### config.mk
export PLATFORM = sky130hd
export DESIGN_NAME = dds_voice_bank_flat
export DESIGN_NICKNAME = d
export VERILOG_FILES = /design/src/rtl/dds_voice_bank_if.sv /design/src/rtl/dds_voice_bank.sv /design/src/flat_wrapper.sv
export SDC_FILE = /design/constraint.sdc
export NUM_CORES = 1
export LEC_CHECK = 0
export CAP_MARGIN = 20
export CELL_PAD_IN_SITES_DETAIL_PLACEMENT = 0
export CELL_PAD_IN_SITES_GLOBAL_PLACEMENT = 1
export CORE_UTILIZATION = 30
export CTS_CLUSTER_DIAMETER = 50
export DETAILED_ROUTE_END_ITERATION = 7
export DONT_BUFFER_PORTS = 1
export PLACE_DENSITY_LB_ADDON = 0.1
export SYNTH_ARGS = -nofsm -noshare
export SYNTH_HDL_FRONTEND = slang
export SYNTH_SLANG_ARGS = --single-unit
### constraint.sdc
create_clock -name clk -period 4.47 [get_ports clk]
set_clock_uncertainty 0.05 [all_clocks]
set_input_delay 0.447 -clock clk [delete_from_list [all_inputs] [get_ports clk]]
set_output_delay 0.447 -clock clk [all_outputs]
set_load 0.02 [all_outputs]
### src/rtl/dds_voice_bank_if.sv
`default_nettype none
// ============================================================================
//  Module      : dds_voice_bank_if
//  Description : Configuration-write and sample-output bundle for the
//                multi-voice DDS engine. The master side writes voice
//                registers and receives mixed samples. The slave side is
//                the engine itself.
//  Revision    : 1.0  initial release
// ============================================================================
interface dds_voice_bank_if #(
    parameter int VOICES = 4,
    parameter int TUNE_W = 16,
    parameter int WAVE_W = 12
);
    localparam int c_ADDR_W = $clog2(VOICES) + 2;

    logic                wr_en;
    logic [c_ADDR_W-1:0] wr_addr;
    logic [TUNE_W-1:0]   wr_data;
    logic [WAVE_W-1:0]   sample_out;
    logic                sample_valid;

    modport master (
        output wr_en,
        output wr_addr,
        output wr_data,
        input  sample_out,
        input  sample_valid
    );

    modport slave (
        input  wr_en,
        input  wr_addr,
        input  wr_data,
        output sample_out,
        output sample_valid
    );
endinterface
`default_nettype wire

### src/rtl/dds_voice_bank.sv
`default_nettype none
// ============================================================================
//  Module      : dds_voice_bank
//  Description : Time-multiplexed N-voice DDS engine. One phase/waveform
//                datapath visits every voice once per sample tick. The
//                voice outputs (saw, pulse, triangle, noise) are summed and
//                scaled down by the voice count. The result is emitted with
//                a one-cycle valid strobe that doubles as the DAC load pulse.
//  Revision    : 1.0  initial release
// ============================================================================
module dds_voice_bank #(
    parameter int VOICES = 4,
    parameter int TUNE_W = 16,
    parameter int WAVE_W = 12,
    parameter int DIV    = 8
) (
    input  wire logic         clk,
    input  wire logic         rst,
    dds_voice_bank_if.slave   bus
);
    localparam int c_VI_W  = $clog2(VOICES);
    localparam int c_TC_W  = $clog2(DIV);
    localparam int c_SUM_W = WAVE_W + c_VI_W;

    localparam logic [1:0]  c_ST_IDLE = 2'd0;
    localparam logic [1:0]  c_ST_RUN  = 2'd1;
    localparam logic [1:0]  c_ST_DONE = 2'd2;
    localparam logic [15:0] c_LFSR_SEED = 16'hACE1;

    // ------------------------------------------------------------------
    // Per-voice state
    // ------------------------------------------------------------------
    logic [TUNE_W-1:0] r_acc  [VOICES];
    logic [TUNE_W-1:0] r_tune [VOICES];
    logic [2:0]        r_ctrl [VOICES];
    logic [WAVE_W-1:0] r_pw   [VOICES];

    // ------------------------------------------------------------------
    // Shared sequencing / datapath state
    // ------------------------------------------------------------------
    logic [c_TC_W-1:0]  r_tc;
    logic [1:0]         r_state;
    logic [1:0]         w_state_nxt;
    logic [c_VI_W-1:0]  r_vi;
    logic [c_SUM_W-1:0] r_sum;
    logic [15:0]        r_lfsr;
    logic [WAVE_W-1:0]  r_sample;
    logic               r_valid;

    logic               w_tick;
    logic               w_start;
    logic               w_run;
    logic               w_done;
    logic [1:0]         w_wr_field;
    logic [c_VI_W-1:0]  w_wr_voice;
    logic [TUNE_W-1:0]  w_acc_cur;
    logic [2:0]         w_ctrl;
    logic [WAVE_W-1:0]  w_p;
    logic [WAVE_W-1:0]  w_tri_up;
    logic [WAVE_W-1:0]  w_wave;
    logic [WAVE_W-1:0]  w_contrib;
    logic               w_lfsr_fb;

    assign w_tick     = (r_tc == c_TC_W'(DIV - 1));
    assign w_wr_field = bus.wr_addr[1:0];
    assign w_wr_voice = bus.wr_addr[c_VI_W+1:2];

    // Sample-rate divider: free-running 0..DIV-1, the tick is its last count
    always_ff @(posedge clk) begin
        if (rst) begin
            r_tc <= '0;
        end else if (w_tick) begin
            r_tc <= '0;
        end else begin
            r_tc <= r_tc + 1'b1;
        end
    end

    // Sequencer state register
    always_ff @(posedge clk) begin
        if (rst) begin
            r_state <= c_ST_IDLE;
        end else begin
            r_state <= w_state_nxt;
        end
    end

    // Sequencer next-state and phase strobes
    always_comb begin
        w_state_nxt = r_state;
        w_start     = 1'b0;
        w_run       = 1'b0;
        w_done      = 1'b0;
        case (r_state)
            c_ST_IDLE: begin
                if (w_tick) begin
                    w_state_nxt = c_ST_RUN;
                    w_start     = 1'b1;
                end
            end
            c_ST_RUN: begin
                w_run = 1'b1;
                if (r_vi == c_VI_W'(VOICES - 1)) begin
                    w_state_nxt = c_ST_DONE;
                end
            end
            c_ST_DONE: begin
                w_done      = 1'b1;
                w_state_nxt = c_ST_IDLE;
            end
            default: begin
                w_state_nxt = c_ST_IDLE;
            end
        endcase
    end

    // The voice being visited this cycle; phase is sampled before its update
    assign w_acc_cur = r_acc[r_vi];
    assign w_ctrl    = r_ctrl[r_vi];
    assign w_p       = w_acc_cur[TUNE_W-1 -: WAVE_W];
    assign w_tri_up  = {w_p[WAVE_W-2:0], 1'b0};

    // Waveform shaping of the current voice's phase
    always_comb begin
        w_wave = '0;
        case (w_ctrl[1:0])
            2'd0:    w_wave = w_p;
            2'd1:    w_wave = (w_p < r_pw[r_vi]) ? '1 : '0;
            2'd2:    w_wave = w_p[WAVE_W-1] ? ~w_tri_up : w_tri_up;
            default: w_wave = r_lfsr[15 -: WAVE_W];
        endcase
    end

    // Disabled voices are silent
    assign w_contrib = w_ctrl[2] ? w_wave : '0;

    // Voice index and running sum across the RUN window
    always_ff @(posedge clk) begin
        if (rst) begin
            r_vi  <= '0;
            r_sum <= '0;
        end else if (w_start) begin
            r_vi  <= '0;
            r_sum <= '0;
        end else if (w_run) begin
            r_vi  <= r_vi + 1'b1;
            r_sum <= r_sum + c_SUM_W'(w_contrib);
        end
    end

    // Taps 16/14/13/11 expressed on a right-shifting register
    assign w_lfsr_fb = r_lfsr[0] ^ r_lfsr[2] ^ r_lfsr[3] ^ r_lfsr[5];

    // Noise source advances once per sample, shared by every voice
    always_ff @(posedge clk) begin
        if (rst) begin
            r_lfsr <= c_LFSR_SEED;
        end else if (w_done) begin
            r_lfsr <= {w_lfsr_fb, r_lfsr[15:1]};
        end
    end

    // Output register: the top bits of the sum are the average of the voices
    always_ff @(posedge clk) begin
        if (rst) begin
            r_sample <= '0;
            r_valid  <= 1'b0;
        end else begin
            r_valid <= w_done;
            if (w_done) begin
                r_sample <= r_sum[c_SUM_W-1 -: WAVE_W];
            end
        end
    end

    assign bus.sample_out   = r_sample;
    assign bus.sample_valid = r_valid;

    // ------------------------------------------------------------------
    // Per-voice register file and phase accumulator
    // ------------------------------------------------------------------
    for (genvar v = 0; v < VOICES; v++) begin : g_voice
        logic w_hit;
        assign w_hit = bus.wr_en && (w_wr_voice == c_VI_W'(v));

        // Configuration fields; the datapath reads the pre-write values
        always_ff @(posedge clk) begin
            if (rst) begin
                r_tune[v] <= '0;
                r_ctrl[v] <= '0;
                r_pw[v]   <= '0;
            end else if (w_hit) begin
                case (w_wr_field)
                    2'd0:    r_tune[v] <= bus.wr_data;
                    2'd1:    r_ctrl[v] <= bus.wr_data[2:0];
                    2'd2:    r_pw[v]   <= bus.wr_data[WAVE_W-1:0];
                    default: ;
                endcase
            end
        end

        // Phase accumulator; a phase-reset write wins over the accumulate
        always_ff @(posedge clk) begin
            if (rst) begin
                r_acc[v] <= '0;
            end else if (w_hit && (w_wr_field == 2'd3)) begin
                r_acc[v] <= '0;
            end else if (w_run && (r_vi == c_VI_W'(v)) && r_ctrl[v][2]) begin
                r_acc[v] <= r_acc[v] + r_tune[v];
            end
        end
    end

endmodule
`default_nettype wire

### src/flat_wrapper.sv
// flat-port wrapper written by rule: the top's interface ports become plain ports
module dds_voice_bank_flat 
#(
    parameter int VOICES = 4,
    parameter int TUNE_W = 16,
    parameter int WAVE_W = 12,
    parameter int DIV    = 8
)
  (clk, rst, bus_wr_en, bus_wr_addr, bus_wr_data, bus_sample_out, bus_sample_valid);
  dds_voice_bank_if #(.VOICES(VOICES), .TUNE_W(TUNE_W), .WAVE_W(WAVE_W)) bus_i ();
  input  wire logic clk;
  input  wire logic rst;
  input wire logic [$bits(bus_i.wr_en)-1:0] bus_wr_en;
  input wire logic [$bits(bus_i.wr_addr)-1:0] bus_wr_addr;
  input wire logic [$bits(bus_i.wr_data)-1:0] bus_wr_data;
  output wire logic [$bits(bus_i.sample_out)-1:0] bus_sample_out;
  output wire logic [$bits(bus_i.sample_valid)-1:0] bus_sample_valid;
  assign bus_i.wr_en = bus_wr_en;
  assign bus_i.wr_addr = bus_wr_addr;
  assign bus_i.wr_data = bus_wr_data;
  assign bus_sample_out = bus_i.sample_out;
  assign bus_sample_valid = bus_i.sample_valid;
  dds_voice_bank #(.VOICES(VOICES), .TUNE_W(TUNE_W), .WAVE_W(WAVE_W), .DIV(DIV)) u_core (.clk(clk), .rst(rst), .bus(bus_i));
endmodule
== After elaboration in Yosys (flattened, before gate mapping) ==
Memory sizes are Yosys's and may differ from the RTL's. A register that Yosys moved wholly into a read port is not among the register bits.
Cells that the tools add are included.
Cells by class
  mux-type cells: 106
  multiply operators: 0
  shift-type cells: 0
  divide/modulo/power cells: 0
  add/sub/neg operators: 7
  bitwise gates (word level): 24
  magnitude comparators: 1
  equal/unequal tests: 16
  reductions and logical operators: 24
Operators by type and width (number)
  two-way mux 16 bit: 12
  two-way mux 12 bit: 7
  two-way mux 1 bit: 73
  adder 16 bit: 4
  one-hot mux 12 bit (3 select lines): 1
  bitwise OR 1 bit: 20
  == test 2 bit, second input constant: 8
  logical AND 1 bit: 16
  two-way mux 2 bit: 8
  adder 14 x 12 -> 14 bit: 1
  less-than comparator 12 bit: 1
  two-way mux 3 bit: 4
  inverter 12 bit: 1
  == test 2 x 1 -> 1 bit, second input constant: 5
  zero test 2 bit: 5
  != test 2 x 1 -> 1 bit, second input constant: 2
  one-hot mux 2 bit (2 select lines): 1
  OR reduction 2 bit: 2
  adder 3 x 1 -> 3 bit, second input constant: 1
  == test 3 bit, second input constant: 1
  bitwise XOR 1 bit: 3
  adder 2 x 1 -> 2 bit, second input constant: 1
  AND reduction 2 bit: 1
Word-level totals
  RAM bits: 188
  logic and storage cells: 189
  register bits after elaboration: 50
  memory bits (read-only): 0
  latch bits: 0
  memories: 4
Memories
  u_core.r_acc: depth 4, width 16, rd ports 5, clocked after memory_dff 1, write ports 4, line dds_voice_bank.sv:33  | logic [TUNE_W-1:0] r_acc [VOICES];
  u_core.r_tune: depth 4, width 16, rd ports 4, clocked after memory_dff 0, write ports 4, line dds_voice_bank.sv:34  | logic [TUNE_W-1:0] r_tune [VOICES];
  u_core.r_pw: depth 4, width 12, rd ports 1, clocked after memory_dff 1, write ports 4, line dds_voice_bank.sv:36  | logic [WAVE_W-1:0] r_pw [VOICES];
  u_core.r_ctrl: depth 4, width 3, rd ports 5, clocked after memory_dff 1, write ports 4, line dds_voice_bank.sv:35  | logic [2:0] r_ctrl [VOICES];

== Longest topological paths before layout ==
  word-level depth: 9
  gate-level depth with buffers: 22
  gate-level depth less buffers: 19

== Least setup slack after synthesis ==
OpenSTA, ideal clock, no wires.
  kind: reg-to-reg
  start: reg (tool-made name)
  end: reg u_core.r_sum[12]
  stages on the path, launching flop included: 23
  arrival time: 4.645 ns
  slack: -0.295 ns
  path buffers: 3
  library setup time: 0.070 ns
  clock period less this slack: 4.765 ns
  path through: dfxtp_1 buf_6 buf_2 buf_2 mux4_2 inv_1 ha_1 a21o_1 a21oi_1 a21oi_1 a211oi_1 o31a_1 o221a_2 ha_1 inv_1 fa_1 nand2b_1 a21oi_1 o31ai_1 a21oi_1 a221oi_1 or3_1 a21oi_1
RTL lines
  end signal: assignment: line dds_voice_bank.sv:147  | r_sum <= r_sum + c_SUM_W'(w_contrib);
  end: declaration: line dds_voice_bank.sv:45  | logic [c_SUM_W-1:0] r_sum;

==> results.sh <==
export IMPL_status="finished clean"
export IMPL_synthTopCellsByCount="edfxtp_1 (188), and2_1 (129), nand2_1 (125)"
export IMPL_cp_max_fo=14
export IMPL_fp_dieW_microns=213
export IMPL_cellLeakagePower_nw=6.01
export IMPL_holdWs_ns=0.0454
export IMPL_synth_edf_count=188
export IMPL_ios=36
export IMPL_p_switching_mw=1.54
export IMPL_grt_pass1_wl_microns=59100
export IMPL_synth_compound_area_share=0.126
export IMPL_fmax_ghz=0.235
export IMPL_drc=0
export IMPL_synth_ff_type="edfxtp_1"
export IMPL_dp_hpwl_microns=27800
export IMPL_hp_start="bus_wr_data[8]"
export IMPL_cts_max_level=2
export IMPL_syn2layout_area_growth_pct=19.0
export IMPL_routedWlPerCell_microns=20.7
export IMPL_syn_area_per_cell_sq_um=10.9
export IMPL_grt_max_degree=31
export IMPL_hold_viol=0
export IMPL_p_sw_frac=0.247
export IMPL_vias=9330
export IMPL_netlist_instances=1229
export IMPL_worstMarginPinSlew_ns=1.03
export IMPL_p_int_mw=4.72
export IMPL_cts_buffers=41
export IMPL_sequentialPowerShare=0.408
export IMPL_antenna_found_initial=6
export IMPL_ys_ff_latch=240
export IMPL_async_flop_share=0
export IMPL_end_kind="flop"
export IMPL_cp_required_ns=4.85
export IMPL_setup_violations=0
export IMPL_insertion_delay_ns=0.55
export IMPL_die_h_microns=213
export IMPL_synth_adder_area_share=0.0908
export IMPL_dieArea_sq_um=45400
export IMPL_power_total_mw=6.26
export IMPL_synth_top_area_frac=0.423
export IMPL_grt_pass1_vias=9394
export IMPL_r2r_slack_ns=0.22
export IMPL_utilization=0.366
export IMPL_synth_top_family_by_area="simple AND/OR/NAND/NOR gates"
export IMPL_synthTopCellsByArea="edfxtp_1 (42%), ha_1 (8.3%), dfxtp_1 (7.8%)"
export IMPL_timing_rr_end="u_core.r_sum[11]$_SDFFE_PP0P_"
export IMPL_yosys_mux_area_fraction=0.0455
export IMPL_cts_root_buf="clkbuf_16"
export IMPL_overflow=0
export IMPL_fillers=4340
export IMPL_critPathLaunchType="flop"
export IMPL_reg2reg_depth=18
export IMPL_clock_path_buffers=3
export IMPL_min_period_over_period=0.951
export IMPL_combPwrFrac=0.094
export IMPL_post_dp_cell_area_sq_um=14300
export IMPL_worstPathArrival_ns=4.64
export IMPL_synth_simple_area_share=0.169
export IMPL_start_util=0.307
export IMPL_post_drt_via_cell_ratio=4.91
export IMPL_ant_nets=0
export IMPL_cts_tree="yes"
export IMPL_yosysTopAreaCell="edfxtp_1"
export IMPL_hold_depth=1
export IMPL_report_final_slew_viol_count=0
export IMPL_syn_cell_area_sq_um=13400
export IMPL_gp_congestion=0.844
export IMPL_p_per_area_nw_per_um2=394
export IMPL_path_clk_slew_ns=0.05
export IMPL_power_share_clock=0.498
export IMPL_nets=1399
export IMPL_core_area_sq_um=43500
export IMPL_yosysSeqAreaShare=0.500
export IMPL_stdcell_area_sq_um=15900
export IMPL_irDropWorstVdd_mv=0.216
export IMPL_max_slew_margin=0.311
export IMPL_syn_nets=1346
export IMPL_firstDrtPassIters=5
export IMPL_synth_most_common_cell="edfxtp_1"
export IMPL_critical_path_class="reg -> reg"
export IMPL_routed_wl_microns=39300
export IMPL_ys_warn_count=0
export IMPL_synth_cell_type_count=59
export IMPL_hold_end="u_core.r_pw[0][8]$_SDFFCE_PN0P_"
export IMPL_drive_gt1_frac=0.135
export IMPL_drv_cap=0
export IMPL_placementRows=76
export IMPL_hold_class="in -> reg"
export IMPL_synth_xor_area_frac=0.0413
export IMPL_io_buffers=0
export IMPL_min_period_ns=4.25
export IMPL_clock_sinks=240
export IMPL_drt_initial_drc_count=485
export IMPL_grt_use_total=0.179
[critical path: stages (launching register included)]
cell and delay [ns]:
dfxtp_2 0.34, buf_12 0.15, buf_4 0.12, mux4_2 0.54, ha_1 0.33, nand4_1 0.08
a21oi_1 0.15, a211oi_2 0.05, o31a_1 0.28, buf_4 0.19, o31a_1 0.31, ha_1 0.32
a211oi_4 0.26, o21ai_2 0.12, a41oi_2 0.21, nand2b_4 0.17, a21oi_1 0.08, xnor2_1 0.14
a211oi_1 0.23
[cells by family (layout without fill, tap and decap cells)]
logic type	count (synthesis)	after routing
other	0	2
muxes	27	27
DFF	240	240
AOI/OAI and AO/OA	261	261
xor gates and xnor gates	63	63
buffers and inverters	91	175
adders and majority gates	94	94
and+or+nand+nor	453	453
[sequential cells by signal (all words and copies together), names as in the netlist, named ones only]
signal                   cells
u_core.r_acc                64
u_core.r_tune               64
u_core.r_pw                 48
u_core.r_lfsr               16
u_core.r_sum                14
u_core.bus.sample_out       12
u_core.r_ctrl               12
u_core.r_tc                  3
u_core.r_state               2
u_core.r_vi                  2
u_core.bus.sample_valid      1
[layout by cell type, fill, tap and decap left out, drive strengths merged, types with 4 or more instances in the layout]
master,netlist,routed
clkinv,0,12
o31ai,7,7
nor2,100,100
a21oi,67,67
a211oi,19,19
o21a,19,19
buf,9,54
xor2,28,28
ha,89,89
nand4,5,5
nand2,125,125
nor3,15,15
inv,45,47
o21ai,66,66
clkbuf,37,50
mux4,27,27
nor2b,15,15
nand3,22,22
xnor2,35,35
o31a,6,6
dfxtp,52,52
o21bai,9,9
fa,5,5
a31oi,5,5
a21o,22,22
nand2b,15,15
o211ai,8,8
nand3b,7,7
and2,129,129
clkinvlp,0,7
edfxtp,188,188
bufinv,0,4
[power by group through the flow]
| stage | combinational, mW | clock (mW) | sequential (mW) |
|---|---|---|---|
| 3_3_place_gp | 0.572 | 0 | 2.60 |
| 2_1_floorplan | 0.434 | 0 | 2.57 |
| 5_1_grt | 0.658 | 3.27 | 2.56 |
| 3_5_place_dp | 0.571 | 0 | 2.60 |
| 4_1_cts | 0.584 | 3.20 | 2.56 |
| 6_report | 0.589 | 3.12 | 2.56 |
[what timing repair did]
action | CTS | global route
gates resized for setup | 7 | 14
hold buffers | 1 | 0
endpoints found under the hold margin | 25 | 0
setup buffers | 0 | 6
pin swaps | 2 | 5
endpoints found under the setup margin | 5 | 6
[how the worst max path moves through the flow]
stage,end
floorplan,u_core.r_sum[12]$_SDFFE_PP0P_
global placement,u_core.r_sum[12]$_SDFFE_PP0P_
detailed placement,u_core.r_sum[12]$_SDFFE_PP0P_
CTS,u_core.r_sum[11]$_SDFFE_PP0P_
global route,u_core.r_sum[11]$_SDFFE_PP0P_
finish,u_core.r_sum[11]$_SDFFE_PP0P_
[area by class of cell]
type	instances	area [sq um]	area share
Clock buffer	49	1090	0.0684
Timing Repair Buffer	56	497	0.0312
Antenna cell	2	5.00	0.000315
Tap cell	585	732	0.0460
Inverter	45	169	0.0106
Multi-Input combinational cell	898	6460	0.407
Sequential cell	240	6690	0.421
Clock inverter	25	259	0.0163
[stage by stage]
stage | setup TNS, ns | instances | setup slack [ns]
finish | 0 | 1900 | 0.217
global route | -0.00262 | 1898 | -0.00262
CTS | 0 | 1888 | 0.0331
detailed placement | -0.324 | 1813 | -0.112
global placement | -0.0373 | 1810 | -0.0292
floorplan | 0 | 1229 | 0.0274
[layer usage]
metal / routed length [microns] / part of all wire / vias to the layer above / global-route usage
met4: 930 / 0.024 / 0 / 0.0590
met2: 18100 / 0.46 / 185 / 0.290
met5: 0 / 0 / - / 0
met1: 18400 / 0.47 / 4509 / 0.241
li1: - / - / 4575 / -
met3: 1840 / 0.047 / 61 / 0.0306
Note: power is estimated with default switching activity, not from simulation.
